$ cat config.mk
export PLATFORM = sky130hd
export DESIGN_NAME = dcache_req_arbiter_flat
export DESIGN_NICKNAME = d
export VERILOG_FILES = /design/src/rtl/dcache_arb_pkg.sv /design/src/rtl/dcache_req_arbiter_if.sv /design/src/rtl/dcache_req_arbiter_chk.sv /design/src/rtl/rr_lock_arbiter.sv /design/src/rtl/dcache_req_arbiter.sv /design/src/flat_wrapper.sv
export SDC_FILE = /design/constraint.sdc
export NUM_CORES = 1
export LEC_CHECK = 0
export ABC_CLOCK_PERIOD_IN_PS = 1400
export BUFFER_PORTS_ARGS = -buffer_cell sky130_fd_sc_hd__buf_2
export CAP_MARGIN = 10
export CORE_AREA = 10 10 511 513
export CTS_CLUSTER_DIAMETER = 80
export DETAILED_ROUTE_END_ITERATION = 7
export DIE_AREA = 0 0 521 523
export SETUP_SLACK_MARGIN = 0.2
export SLEW_MARGIN = 20
export SYNTH_ARGS = -nofsm -noshare
export SYNTH_HDL_FRONTEND = slang
export SYNTH_SLANG_ARGS = --single-unit
$ cat constraint.sdc
create_clock -name clk -period 1.4 [get_ports clk]
set_input_delay 0 -clock clk [delete_from_list [all_inputs] [get_ports clk]]
set_output_delay 0 -clock clk [all_outputs]
set_load 0.005 [all_outputs]
$ cat src/rtl/dcache_arb_pkg.sv
// -----------------------------------------------------------------------------
// dcache_arb_pkg
// Shared types and helpers for the D-cache request arbiter and its submodules.
//   idx_w()     : requester-index width, at least 1 bit even for one requester.
//   tag_pack()  : appends a requester index below a tag (index in the LSBs).
//   tag_idx()   : extracts the requester index from a packed tag.
//   tag_strip() : removes the requester index from a packed tag.
//   lane_req_t  : one request lane at the default core widths.
// The tag helpers work on 64-bit containers so they stay width-agnostic;
// callers zero-extend the inputs and slice the results to their real widths.
// -----------------------------------------------------------------------------
package dcache_arb_pkg;

  localparam int DEF_ADDR_W   = 30;
  localparam int DEF_DATA_W   = 32;
  localparam int DEF_TAG_IN_W = 16;

  typedef struct packed {
    logic                      rw;
    logic [DEF_ADDR_W-1:0]     addr;
    logic [DEF_DATA_W/8-1:0]   byteen;
    logic [DEF_DATA_W-1:0]     data;
    logic [DEF_TAG_IN_W-1:0]   tag;
  } lane_req_t;

  function automatic int idx_w(input int num_reqs);
    if (num_reqs > 1) begin
      return $clog2(num_reqs);
    end else begin
      return 1;
    end
  endfunction

  function automatic logic [63:0] tag_pack(input logic [63:0] tag,
                                           input logic [63:0] idx,
                                           input int          iw);
    logic [63:0] mask;
    mask = (64'd1 << iw) - 64'd1;
    return (tag << iw) | (idx & mask);
  endfunction

  function automatic logic [63:0] tag_idx(input logic [63:0] tag, input int iw);
    return tag & ((64'd1 << iw) - 64'd1);
  endfunction

  function automatic logic [63:0] tag_strip(input logic [63:0] tag, input int iw);
    return tag >> iw;
  endfunction

endpackage

$ cat src/rtl/dcache_req_arbiter_if.sv
// -----------------------------------------------------------------------------
// dcache_req_arbiter_if
// Bundles the requester-side and cache-side request/response signals of the
// D-cache request arbiter.
//   in_req_*  / in_rsp_*  : requester side, per-requester packed arrays
//   out_req_* / out_rsp_* : D-cache side, per lane
// Modports:
//   slave  : the arbiter's view
//   master : the surrounding core's view (requesters + D-cache)
// -----------------------------------------------------------------------------
interface dcache_req_arbiter_if
  import dcache_arb_pkg::*;
#(
  parameter int NUM_REQS  = 2,
  parameter int NUM_LANES = 4,
  parameter int ADDR_W    = 30,
  parameter int DATA_W    = 32,
  parameter int TAG_IN_W  = 16
) ();

  localparam int IDX_W     = idx_w(NUM_REQS);
  localparam int OUT_TAG_W = TAG_IN_W + IDX_W;

  logic [NUM_REQS-1:0][NUM_LANES-1:0]                 in_req_valid;
  logic [NUM_REQS-1:0][NUM_LANES-1:0]                 in_req_rw;
  logic [NUM_REQS-1:0][NUM_LANES-1:0][ADDR_W-1:0]     in_req_addr;
  logic [NUM_REQS-1:0][NUM_LANES-1:0][DATA_W/8-1:0]   in_req_byteen;
  logic [NUM_REQS-1:0][NUM_LANES-1:0][DATA_W-1:0]     in_req_data;
  logic [NUM_REQS-1:0][NUM_LANES-1:0][TAG_IN_W-1:0]   in_req_tag;
  logic [NUM_REQS-1:0][NUM_LANES-1:0]                 in_req_ready;

  logic [NUM_LANES-1:0]                               out_req_valid;
  logic [NUM_LANES-1:0]                               out_req_rw;
  logic [NUM_LANES-1:0][ADDR_W-1:0]                   out_req_addr;
  logic [NUM_LANES-1:0][DATA_W/8-1:0]                 out_req_byteen;
  logic [NUM_LANES-1:0][DATA_W-1:0]                   out_req_data;
  logic [NUM_LANES-1:0][OUT_TAG_W-1:0]                out_req_tag;
  logic [NUM_LANES-1:0]                               out_req_ready;

  logic                                               out_rsp_valid;
  logic [NUM_LANES-1:0]                               out_rsp_tmask;
  logic [NUM_LANES-1:0][DATA_W-1:0]                   out_rsp_data;
  logic [OUT_TAG_W-1:0]                               out_rsp_tag;
  logic                                               out_rsp_ready;

  logic [NUM_REQS-1:0]                                in_rsp_valid;
  logic [NUM_LANES-1:0]                               in_rsp_tmask;
  logic [NUM_LANES-1:0][DATA_W-1:0]                   in_rsp_data;
  logic [TAG_IN_W-1:0]                                in_rsp_tag;
  logic [NUM_REQS-1:0]                                in_rsp_ready;

  modport slave (
    input  in_req_valid, in_req_rw, in_req_addr, in_req_byteen, in_req_data, in_req_tag,
    output in_req_ready,
    output out_req_valid, out_req_rw, out_req_addr, out_req_byteen, out_req_data, out_req_tag,
    input  out_req_ready,
    input  out_rsp_valid, out_rsp_tmask, out_rsp_data, out_rsp_tag,
    output out_rsp_ready,
    output in_rsp_valid, in_rsp_tmask, in_rsp_data, in_rsp_tag,
    input  in_rsp_ready
  );

  modport master (
    output in_req_valid, in_req_rw, in_req_addr, in_req_byteen, in_req_data, in_req_tag,
    input  in_req_ready,
    input  out_req_valid, out_req_rw, out_req_addr, out_req_byteen, out_req_data, out_req_tag,
    output out_req_ready,
    output out_rsp_valid, out_rsp_tmask, out_rsp_data, out_rsp_tag,
    input  out_rsp_ready,
    input  in_rsp_valid, in_rsp_tmask, in_rsp_data, in_rsp_tag,
    output in_rsp_ready
  );

endinterface

$ cat src/rtl/dcache_req_arbiter_chk.sv
// -----------------------------------------------------------------------------
// dcache_req_arbiter_chk
// Protocol checks for dcache_req_arbiter (simulation only).
// Ports:
//   clk, reset    : clock, synchronous active-high reset
//   i_rsp_valid   : D-cache response valid
//   i_rsp_idx_ok  : response tag carries an index of an existing requester
// -----------------------------------------------------------------------------
module dcache_req_arbiter_chk (
  input logic clk,
  input logic reset,
  input logic i_rsp_valid,
  input logic i_rsp_idx_ok
);

  a_rsp_idx_legal: assert property (@(posedge clk) disable iff (reset)
                                    i_rsp_valid |-> i_rsp_idx_ok);

endmodule

$ cat src/rtl/rr_lock_arbiter.sv
// -----------------------------------------------------------------------------
// rr_lock_arbiter
// Round-robin arbiter whose grant can be held across cycles while a
// multi-cycle transfer from the granted requester is still in flight.
// Ports:
//   clk, reset : clock, synchronous active-high reset
//   i_active   : per-requester "has something to send"
//   i_pending  : granted requester still has unaccepted work this cycle
//   o_grant    : granted requester index (combinational)
// -----------------------------------------------------------------------------
module rr_lock_arbiter
  import dcache_arb_pkg::*;
#(
  parameter  int NUM_REQS = 2,
  localparam int IDX_W    = idx_w(NUM_REQS)
) (
  input  logic                clk,
  input  logic                reset,
  input  logic [NUM_REQS-1:0] i_active,
  input  logic                i_pending,
  output logic [IDX_W-1:0]    o_grant
);

  logic             r_locked_q;
  logic [IDX_W-1:0] r_grant_q;
  logic [IDX_W-1:0] r_rr_ptr_q;
  logic             w_locked_d;
  logic [IDX_W-1:0] w_grant_d;
  logic [IDX_W-1:0] w_rr_ptr_d;
  logic [IDX_W-1:0] w_pick;
  logic [IDX_W-1:0] w_grant;
  logic             w_found;
  logic             w_hit;
  logic             w_grant_active;

  // (base + off) mod NUM_REQS, valid because base < NUM_REQS and off < NUM_REQS
  function automatic logic [IDX_W-1:0] wrap_add(input logic [IDX_W-1:0] base, input int off);
    int s;
    s = int'(base) + off;
    s = (s >= NUM_REQS) ? (s - NUM_REQS) : s;
    return IDX_W'(s);
  endfunction

  // State register: lock flag, held grant and round-robin pointer
  always_ff @(posedge clk) begin
    if (reset) begin
      r_locked_q <= 1'b0;
      r_grant_q  <= {IDX_W{1'b0}};
      r_rr_ptr_q <= {IDX_W{1'b0}};
    end else begin
      r_locked_q <= w_locked_d;
      r_grant_q  <= w_grant_d;
      r_rr_ptr_q <= w_rr_ptr_d;
    end
  end

  // Output: held grant while locked, else first active requester from the pointer
  always_comb begin
    w_pick  = r_rr_ptr_q;
    w_found = 1'b0;
    w_hit   = 1'b0;
    for (int i = 0; i < NUM_REQS; i++) begin
      w_hit   = ~w_found & i_active[wrap_add(r_rr_ptr_q, i)];
      w_pick  = w_hit ? wrap_add(r_rr_ptr_q, i) : w_pick;
      w_found = w_found | w_hit;
    end
    w_grant        = r_locked_q ? r_grant_q : w_pick;
    w_grant_active = i_active[w_grant];
  end

  // Next state: release and advance on completion, hold on partial accept,
  // release without advancing when the locked requester has dropped its batch
  always_comb begin
    w_locked_d = r_locked_q;
    w_grant_d  = r_grant_q;
    w_rr_ptr_d = r_rr_ptr_q;
    if (w_grant_active && !i_pending) begin
      w_locked_d = 1'b0;
      w_rr_ptr_d = wrap_add(w_grant, 1);
    end else if (w_grant_active) begin
      w_locked_d = 1'b1;
      w_grant_d  = w_grant;
    end else begin
      w_locked_d = 1'b0;
    end
  end

  assign o_grant = w_grant;

endmodule

$ cat src/rtl/dcache_req_arbiter.sv
// -----------------------------------------------------------------------------
// dcache_req_arbiter
// Shares one per-lane D-cache request/response port between NUM_REQS
// requesters. A grant stays on one requester until its whole lane batch has
// been accepted; batches are arbitrated round-robin. The requester index is
// appended in the LSBs of the outgoing tag and stripped again on responses.
// Ports:
//   clk, reset        : clock, synchronous active-high reset
//   bus (slave)       : requester and D-cache request/response signals
//   perf_stall_cycles : per-requester stall counters, only when the macro
//                       DCACHE_ARB_PERF_EN is defined
// Both paths are purely combinational; registered state only steers the
// next cycle's grant.
// -----------------------------------------------------------------------------
module dcache_req_arbiter
  import dcache_arb_pkg::*;
#(
  parameter int NUM_REQS  = 2,
  parameter int NUM_LANES = 4,
  parameter int ADDR_W    = 30,
  parameter int DATA_W    = 32,
  parameter int TAG_IN_W  = 16,
  parameter int CTR_W     = 44
) (
  input  logic               clk,
  input  logic               reset,
  dcache_req_arbiter_if.slave bus
`ifdef DCACHE_ARB_PERF_EN
  ,
  output logic [NUM_REQS-1:0][CTR_W-1:0] perf_stall_cycles
`endif
);

  localparam int IDX_W     = idx_w(NUM_REQS);
  localparam int OUT_TAG_W = TAG_IN_W + IDX_W;

  logic [NUM_REQS-1:0]                 w_active;
  logic [IDX_W-1:0]                    w_grant;
  logic [NUM_LANES-1:0]                w_pending;
  logic [NUM_LANES-1:0][ADDR_W-1:0]    w_sel_addr;
  logic [NUM_LANES-1:0][DATA_W-1:0]    w_sel_data;
  logic [NUM_LANES-1:0][63:0]          w_tag_pack;
  logic [63:0]                         w_rsp_tag64;
  logic [63:0]                         w_rsp_idx64;
  logic [63:0]                         w_rsp_strip;
  logic [IDX_W-1:0]                    w_rsp_idx;
  logic                                w_rsp_idx_ok;
  logic                                w_unused_bits;

  // Requester is active when any of its lanes is valid
  always_comb begin
    w_active = {NUM_REQS{1'b0}};
    for (int r = 0; r < NUM_REQS; r++) begin
      w_active[r] = |bus.in_req_valid[r];
    end
  end

  // Lanes of the granted batch the cache did not take this cycle
  assign w_pending = bus.in_req_valid[w_grant] & ~bus.out_req_ready;

  rr_lock_arbiter #(
    .NUM_REQS (NUM_REQS)
  ) u_arb (
    .clk       (clk),
    .reset     (reset),
    .i_active  (w_active),
    .i_pending (|w_pending),
    .o_grant   (w_grant)
  );

  // Request mux: the granted requester's lanes go straight to the cache
  assign w_sel_addr         = bus.in_req_addr[w_grant];
  assign w_sel_data         = bus.in_req_data[w_grant];
  assign bus.out_req_valid  = bus.in_req_valid[w_grant];
  assign bus.out_req_rw     = bus.in_req_rw[w_grant];
  assign bus.out_req_addr   = w_sel_addr;
  assign bus.out_req_byteen = bus.in_req_byteen[w_grant];
  assign bus.out_req_data   = w_sel_data;

  // Outgoing tag per lane: requester tag with the grant index below it
  always_comb begin
    for (int l = 0; l < NUM_LANES; l++) begin
      w_tag_pack[l]      = tag_pack(64'(bus.in_req_tag[w_grant][l]), 64'(w_grant), IDX_W);
      bus.out_req_tag[l] = w_tag_pack[l][OUT_TAG_W-1:0];
    end
  end

  // Only the granted requester sees the cache's per-lane ready
  always_comb begin
    for (int r = 0; r < NUM_REQS; r++) begin
      if (w_grant == IDX_W'(r)) begin
        bus.in_req_ready[r] = bus.out_req_ready;
      end else begin
        bus.in_req_ready[r] = {NUM_LANES{1'b0}};
      end
    end
  end

  // Response routing by the index held in the tag LSBs
  assign w_rsp_tag64      = 64'(bus.out_rsp_tag);
  assign w_rsp_idx64      = tag_idx(w_rsp_tag64, IDX_W);
  assign w_rsp_idx        = w_rsp_idx64[IDX_W-1:0];
  assign w_rsp_idx_ok     = (w_rsp_idx64 < 64'(NUM_REQS));
  assign w_rsp_strip      = tag_strip(w_rsp_tag64, IDX_W);
  assign bus.in_rsp_tag   = w_rsp_strip[TAG_IN_W-1:0];
  assign bus.in_rsp_tmask = bus.out_rsp_tmask;
  assign bus.in_rsp_data  = bus.out_rsp_data;

  // Per-requester response valid, qualified by the decoded index
  always_comb begin
    for (int r = 0; r < NUM_REQS; r++) begin
      bus.in_rsp_valid[r] = bus.out_rsp_valid & (w_rsp_idx == IDX_W'(r));
    end
  end

  // Back-pressure from the addressed requester; an out-of-range index is drained
  always_comb begin
    if (w_rsp_idx_ok) begin
      bus.out_rsp_ready = bus.in_rsp_ready[w_rsp_idx];
    end else begin
      bus.out_rsp_ready = 1'b1;
    end
  end

  // Upper bits of the 64-bit helper containers are structurally zero
  assign w_unused_bits = ^{w_rsp_strip, w_tag_pack};

`ifdef DCACHE_ARB_PERF_EN
  logic [NUM_REQS-1:0][CTR_W-1:0] r_perf_stall_q;

  // Stall counters: active but not granted this cycle; wrap naturally
  always_ff @(posedge clk) begin
    if (reset) begin
      r_perf_stall_q <= {(NUM_REQS*CTR_W){1'b0}};
    end else begin
      for (int r = 0; r < NUM_REQS; r++) begin
        if (w_active[r] && (w_grant != IDX_W'(r))) begin
          r_perf_stall_q[r] <= r_perf_stall_q[r] + CTR_W'(1);
        end else begin
          r_perf_stall_q[r] <= r_perf_stall_q[r];
        end
      end
    end
  end

  assign perf_stall_cycles = r_perf_stall_q;
`else
  // Counter width is only meaningful when the counters are built
  logic [CTR_W-1:0] w_unused_ctr;
  assign w_unused_ctr = {CTR_W{1'b0}};
`endif

`ifndef SYNTHESIS
  dcache_req_arbiter_chk u_chk (
    .clk          (clk),
    .reset        (reset),
    .i_rsp_valid  (bus.out_rsp_valid),
    .i_rsp_idx_ok (w_rsp_idx_ok)
  );
`endif

endmodule

$ cat src/flat_wrapper.sv
// flat-port wrapper written by rule: the top's interface ports become plain ports
module dcache_req_arbiter_flat import dcache_arb_pkg::*;
#(
  parameter int NUM_REQS  = 2,
  parameter int NUM_LANES = 4,
  parameter int ADDR_W    = 30,
  parameter int DATA_W    = 32,
  parameter int TAG_IN_W  = 16,
  parameter int CTR_W     = 44
)
  (clk, reset, bus_in_req_valid, bus_in_req_rw, bus_in_req_addr, bus_in_req_byteen, bus_in_req_data, bus_in_req_tag, bus_in_req_ready, bus_out_req_valid, bus_out_req_rw, bus_out_req_addr, bus_out_req_byteen, bus_out_req_data, bus_out_req_tag, bus_out_req_ready, bus_out_rsp_valid, bus_out_rsp_tmask, bus_out_rsp_data, bus_out_rsp_tag, bus_out_rsp_ready, bus_in_rsp_valid, bus_in_rsp_tmask, bus_in_rsp_data, bus_in_rsp_tag, bus_in_rsp_ready);
  dcache_req_arbiter_if #(.NUM_REQS(NUM_REQS), .NUM_LANES(NUM_LANES), .ADDR_W(ADDR_W), .DATA_W(DATA_W), .TAG_IN_W(TAG_IN_W)) bus_i ();
  input  logic clk;
  input  logic reset;
  input wire logic [$bits(bus_i.in_req_valid)-1:0] bus_in_req_valid;
  input wire logic [$bits(bus_i.in_req_rw)-1:0] bus_in_req_rw;
  input wire logic [$bits(bus_i.in_req_addr)-1:0] bus_in_req_addr;
  input wire logic [$bits(bus_i.in_req_byteen)-1:0] bus_in_req_byteen;
  input wire logic [$bits(bus_i.in_req_data)-1:0] bus_in_req_data;
  input wire logic [$bits(bus_i.in_req_tag)-1:0] bus_in_req_tag;
  output wire logic [$bits(bus_i.in_req_ready)-1:0] bus_in_req_ready;
  output wire logic [$bits(bus_i.out_req_valid)-1:0] bus_out_req_valid;
  output wire logic [$bits(bus_i.out_req_rw)-1:0] bus_out_req_rw;
  output wire logic [$bits(bus_i.out_req_addr)-1:0] bus_out_req_addr;
  output wire logic [$bits(bus_i.out_req_byteen)-1:0] bus_out_req_byteen;
  output wire logic [$bits(bus_i.out_req_data)-1:0] bus_out_req_data;
  output wire logic [$bits(bus_i.out_req_tag)-1:0] bus_out_req_tag;
  input wire logic [$bits(bus_i.out_req_ready)-1:0] bus_out_req_ready;
  input wire logic [$bits(bus_i.out_rsp_valid)-1:0] bus_out_rsp_valid;
  input wire logic [$bits(bus_i.out_rsp_tmask)-1:0] bus_out_rsp_tmask;
  input wire logic [$bits(bus_i.out_rsp_data)-1:0] bus_out_rsp_data;
  input wire logic [$bits(bus_i.out_rsp_tag)-1:0] bus_out_rsp_tag;
  output wire logic [$bits(bus_i.out_rsp_ready)-1:0] bus_out_rsp_ready;
  output wire logic [$bits(bus_i.in_rsp_valid)-1:0] bus_in_rsp_valid;
  output wire logic [$bits(bus_i.in_rsp_tmask)-1:0] bus_in_rsp_tmask;
  output wire logic [$bits(bus_i.in_rsp_data)-1:0] bus_in_rsp_data;
  output wire logic [$bits(bus_i.in_rsp_tag)-1:0] bus_in_rsp_tag;
  input wire logic [$bits(bus_i.in_rsp_ready)-1:0] bus_in_rsp_ready;
  assign bus_i.in_req_valid = bus_in_req_valid;
  assign bus_i.in_req_rw = bus_in_req_rw;
  assign bus_i.in_req_addr = bus_in_req_addr;
  assign bus_i.in_req_byteen = bus_in_req_byteen;
  assign bus_i.in_req_data = bus_in_req_data;
  assign bus_i.in_req_tag = bus_in_req_tag;
  assign bus_in_req_ready = bus_i.in_req_ready;
  assign bus_out_req_valid = bus_i.out_req_valid;
  assign bus_out_req_rw = bus_i.out_req_rw;
  assign bus_out_req_addr = bus_i.out_req_addr;
  assign bus_out_req_byteen = bus_i.out_req_byteen;
  assign bus_out_req_data = bus_i.out_req_data;
  assign bus_out_req_tag = bus_i.out_req_tag;
  assign bus_i.out_req_ready = bus_out_req_ready;
  assign bus_i.out_rsp_valid = bus_out_rsp_valid;
  assign bus_i.out_rsp_tmask = bus_out_rsp_tmask;
  assign bus_i.out_rsp_data = bus_out_rsp_data;
  assign bus_i.out_rsp_tag = bus_out_rsp_tag;
  assign bus_out_rsp_ready = bus_i.out_rsp_ready;
  assign bus_in_rsp_valid = bus_i.in_rsp_valid;
  assign bus_in_rsp_tmask = bus_i.in_rsp_tmask;
  assign bus_in_rsp_data = bus_i.in_rsp_data;
  assign bus_in_rsp_tag = bus_i.in_rsp_tag;
  assign bus_i.in_rsp_ready = bus_in_rsp_ready;
  dcache_req_arbiter #(.NUM_REQS(NUM_REQS), .NUM_LANES(NUM_LANES), .ADDR_W(ADDR_W), .DATA_W(DATA_W), .TAG_IN_W(TAG_IN_W), .CTR_W(CTR_W)) u_core (.clk(clk), .reset(reset), .bus(bus_i));
endmodule
==> results.toml <==
[status]
status = "complete, but fails checks"
violations = "setup timing"

[sta]
hold_violations = 0
grt_setup_unrepaired = "yes"
tightest_slew_ns = 0.5107
drv_slew = 0
final.setup.tns_ns = -235.93
fin_crit_ns = 2.194
whs_ns = 0.000002324
fin_worst_skew_ns = 0.002113
fmax_ghz = 0.4558
finalSetupViolCount = 351
maxSlewHeadroom = 0.6595
post-route-period-util = 1.567
fin_ws_ns = -0.7940

[global_routing]
grt_max_degree = 28
grt_pass1_vias = 10360
grt_pass1_wl_microns = 231100
track_usage = 0.1439
antenna_found_initial = 176
overflow = 0

[synth]
syn-num-nets = 1396
yosys_warnings = 0
yosys-top-cells-count = "337 x mux2_2, 190 x buf_4, 6 x nor2_1"
synth_area_leader_cell = "mux2_2"
ys_ff_latch = 3
seq_area_frac_synth = 0.01086
synth_area_sq_mm = 0.005532
ys.flop_type = "dfxtp_1"
syn-mean-instance-area_sq_um = 9.773
synth_area_leaders = "mux2_2 69%, buf_4 26%, dfxtp_1 1.1%"
synth-edff-count = 0
async_flop_share = 0
synthCells = 566
synth_cell_types = 23
yosysTopAreaCellShare = 0.6860
yosysMostFrequentCell = "mux2_2"

[floorplan]
chipHeight_microns = 523
die_w_microns = 521
initial_utilization = 0.02208
num_io_pins = 1329
coreArea_sq_mm = 0.2505
row_count = 184
dieArea_sq_mm = 0.2725

[critical_path]
start_kind = "input pin"
path_max_fanout = 8
cp.required_ns = 1.40
arrival_ns = 2.19
path_class = "in2out"
end_kind = "primary output"
r2r_cells = 9

[clock_network]
cts_tree = "yes"
clockBufferDepth = 2
insertion_delay_ns = 0.22
ctsHtreeMaxLevel = 1
cts_root_buffer = "clkbuf_16"
cts.sinks = 3
numCtsBuffers = 3

[placement]
globalplace.congestion = 0.9949
place_inst = 4808
dp_hpwl_microns = 201600
dp_slack_ns = -1.166
numPortBuffers = 1032

[cells_and_area]
instances_no_fill = 4896
seq_area_sq_um = 63.81
fin_util = 0.06988
fill_cells = 29520
area_delta_synth_final_pct = 216.4
final_nets = 2335
multiInputGateArea_sq_mm = 0.004868
drive_above_1_share = 0.9820

[detailed_routing]
routed_wl_microns = 210200
drtIter0Drc = 385
drc = 0
num_vias = 9911
wl_per_cell_microns = 42.94
viasPerCell = 2.024
antenna_left = 0
firstDrtPassIters = 4

[power_and_ir_drop]
peakVddDrop_uv = 273.1
p_per_area_mw_per_mm2 = 795.1
leakage_uw = 0.007486

[min_path]
hold_path_class = "in2out"
hold_depth = 0

[flow_run]
drv_cap = 0
==> layer usage <==
layer  GRT usage  wire [microns]  vias up
li1            -               -     3810
met1      0.1355           64550     4465
met2      0.2225           87790     1275
met3      0.1496           50980      323
met4     0.02224            6614       38
met5   0.0008661             278        -
==> critical path, cell delays in order <==
cell and delay [ns]:
buf_2 0.10, or4_4 0.56, a21oi_4 0.17, o31ai_4 0.08, buf_6 0.15, buf_16 0.15
buf_16 0.21, buf_12 0.13, buf_12 0.12, mux2_4 0.31, buf_6 0.12
==> path summary, 6_finish.rpt <==
path | start | to | slack (ns)
worst max-delay path | bus_in_req_valid[5] | bus_out_req_tag[64] | -0.79
worst min-delay path | bus_out_rsp_data[118] | bus_in_rsp_data[118] | 0.000002
worst max register to register | u_core.u_arb.r_rr_ptr_q | u_core.u_arb.r_grant_q | -0.60
worst min register to register | u_core.u_arb.r_grant_q | u_core.u_arb.r_grant_q | 0.64
==> state kept, by name, summed over array words and instances, names as in the netlist <==
name and count:
u_core.u_arb.r_grant_q 1, u_core.u_arb.r_locked_q 1, u_core.u_arb.r_rr_ptr_q 1
==> final cells by class <==
type | instances | area share
repair buffers | 1124 | 0.4672
diodes | 44 | 0.006291
clock buffers | 4 | 0.004504
well taps | 3348 | 0.2393
inverters | 4 | 0.0008578
multi-input cells | 369 | 0.2781
flip-flops and latches | 3 | 0.003646
==> cells by family after synthesis <==
kind of cell / synth area share
mux: 0.6888
buf+inv: 0.2606
simple gates: 0.02172
compound gates: 0.01809
flops: 0.01086
==> power breakdown <==
part           internal (uW)  total (uW)  switching (uW)  leakage [uW]
Sequential               100         119            18.4     0.0000256
Clock                    375         445            70.2     0.0000384
Combinational           6340       13400            7020       0.00742
Total                   6810       13900            7100       0.00749
==> cells in the final DEF, fill, tap and decap left out, types with 2 or more instances in the layout <==
cell	n
a22oi_1	2
and2_1	4
buf_12	33
buf_16	14
buf_2	807
buf_4	41
buf_6	184
buf_8	38
clkbuf_16	8
dfxtp_1	2
diode_2	44
inv_1	4
mux2_2	127
mux2_4	211
nor2_1	2
nor2_2	2
nor2_4	2
nor2b_1	2
==> timing repair <==
action / in CTS / in global routing
pin swaps: 2 / 3
endpoints found under the hold margin: 1 / 0
setup buffers: 16 / 13
gates resized for setup: 354 / 388
hold buffers: 1 / 0
setup endpoints to repair: 351 / 351
gates cloned: 4 / 6
==> metrics by stage <==
| step | power [uW] | instance area (sq um) |
|---|---|---|
| after global routing | 14910 | 17440 |
| after CTS | 12890 | 15720 |
| after floorplan | 3431 | 5559 |
| final | 13920 | 17500 |
| after detailed placement | 10580 | 14020 |
| after global placement | 10620 | 14020 |
(Power assumes the default switching activity.)
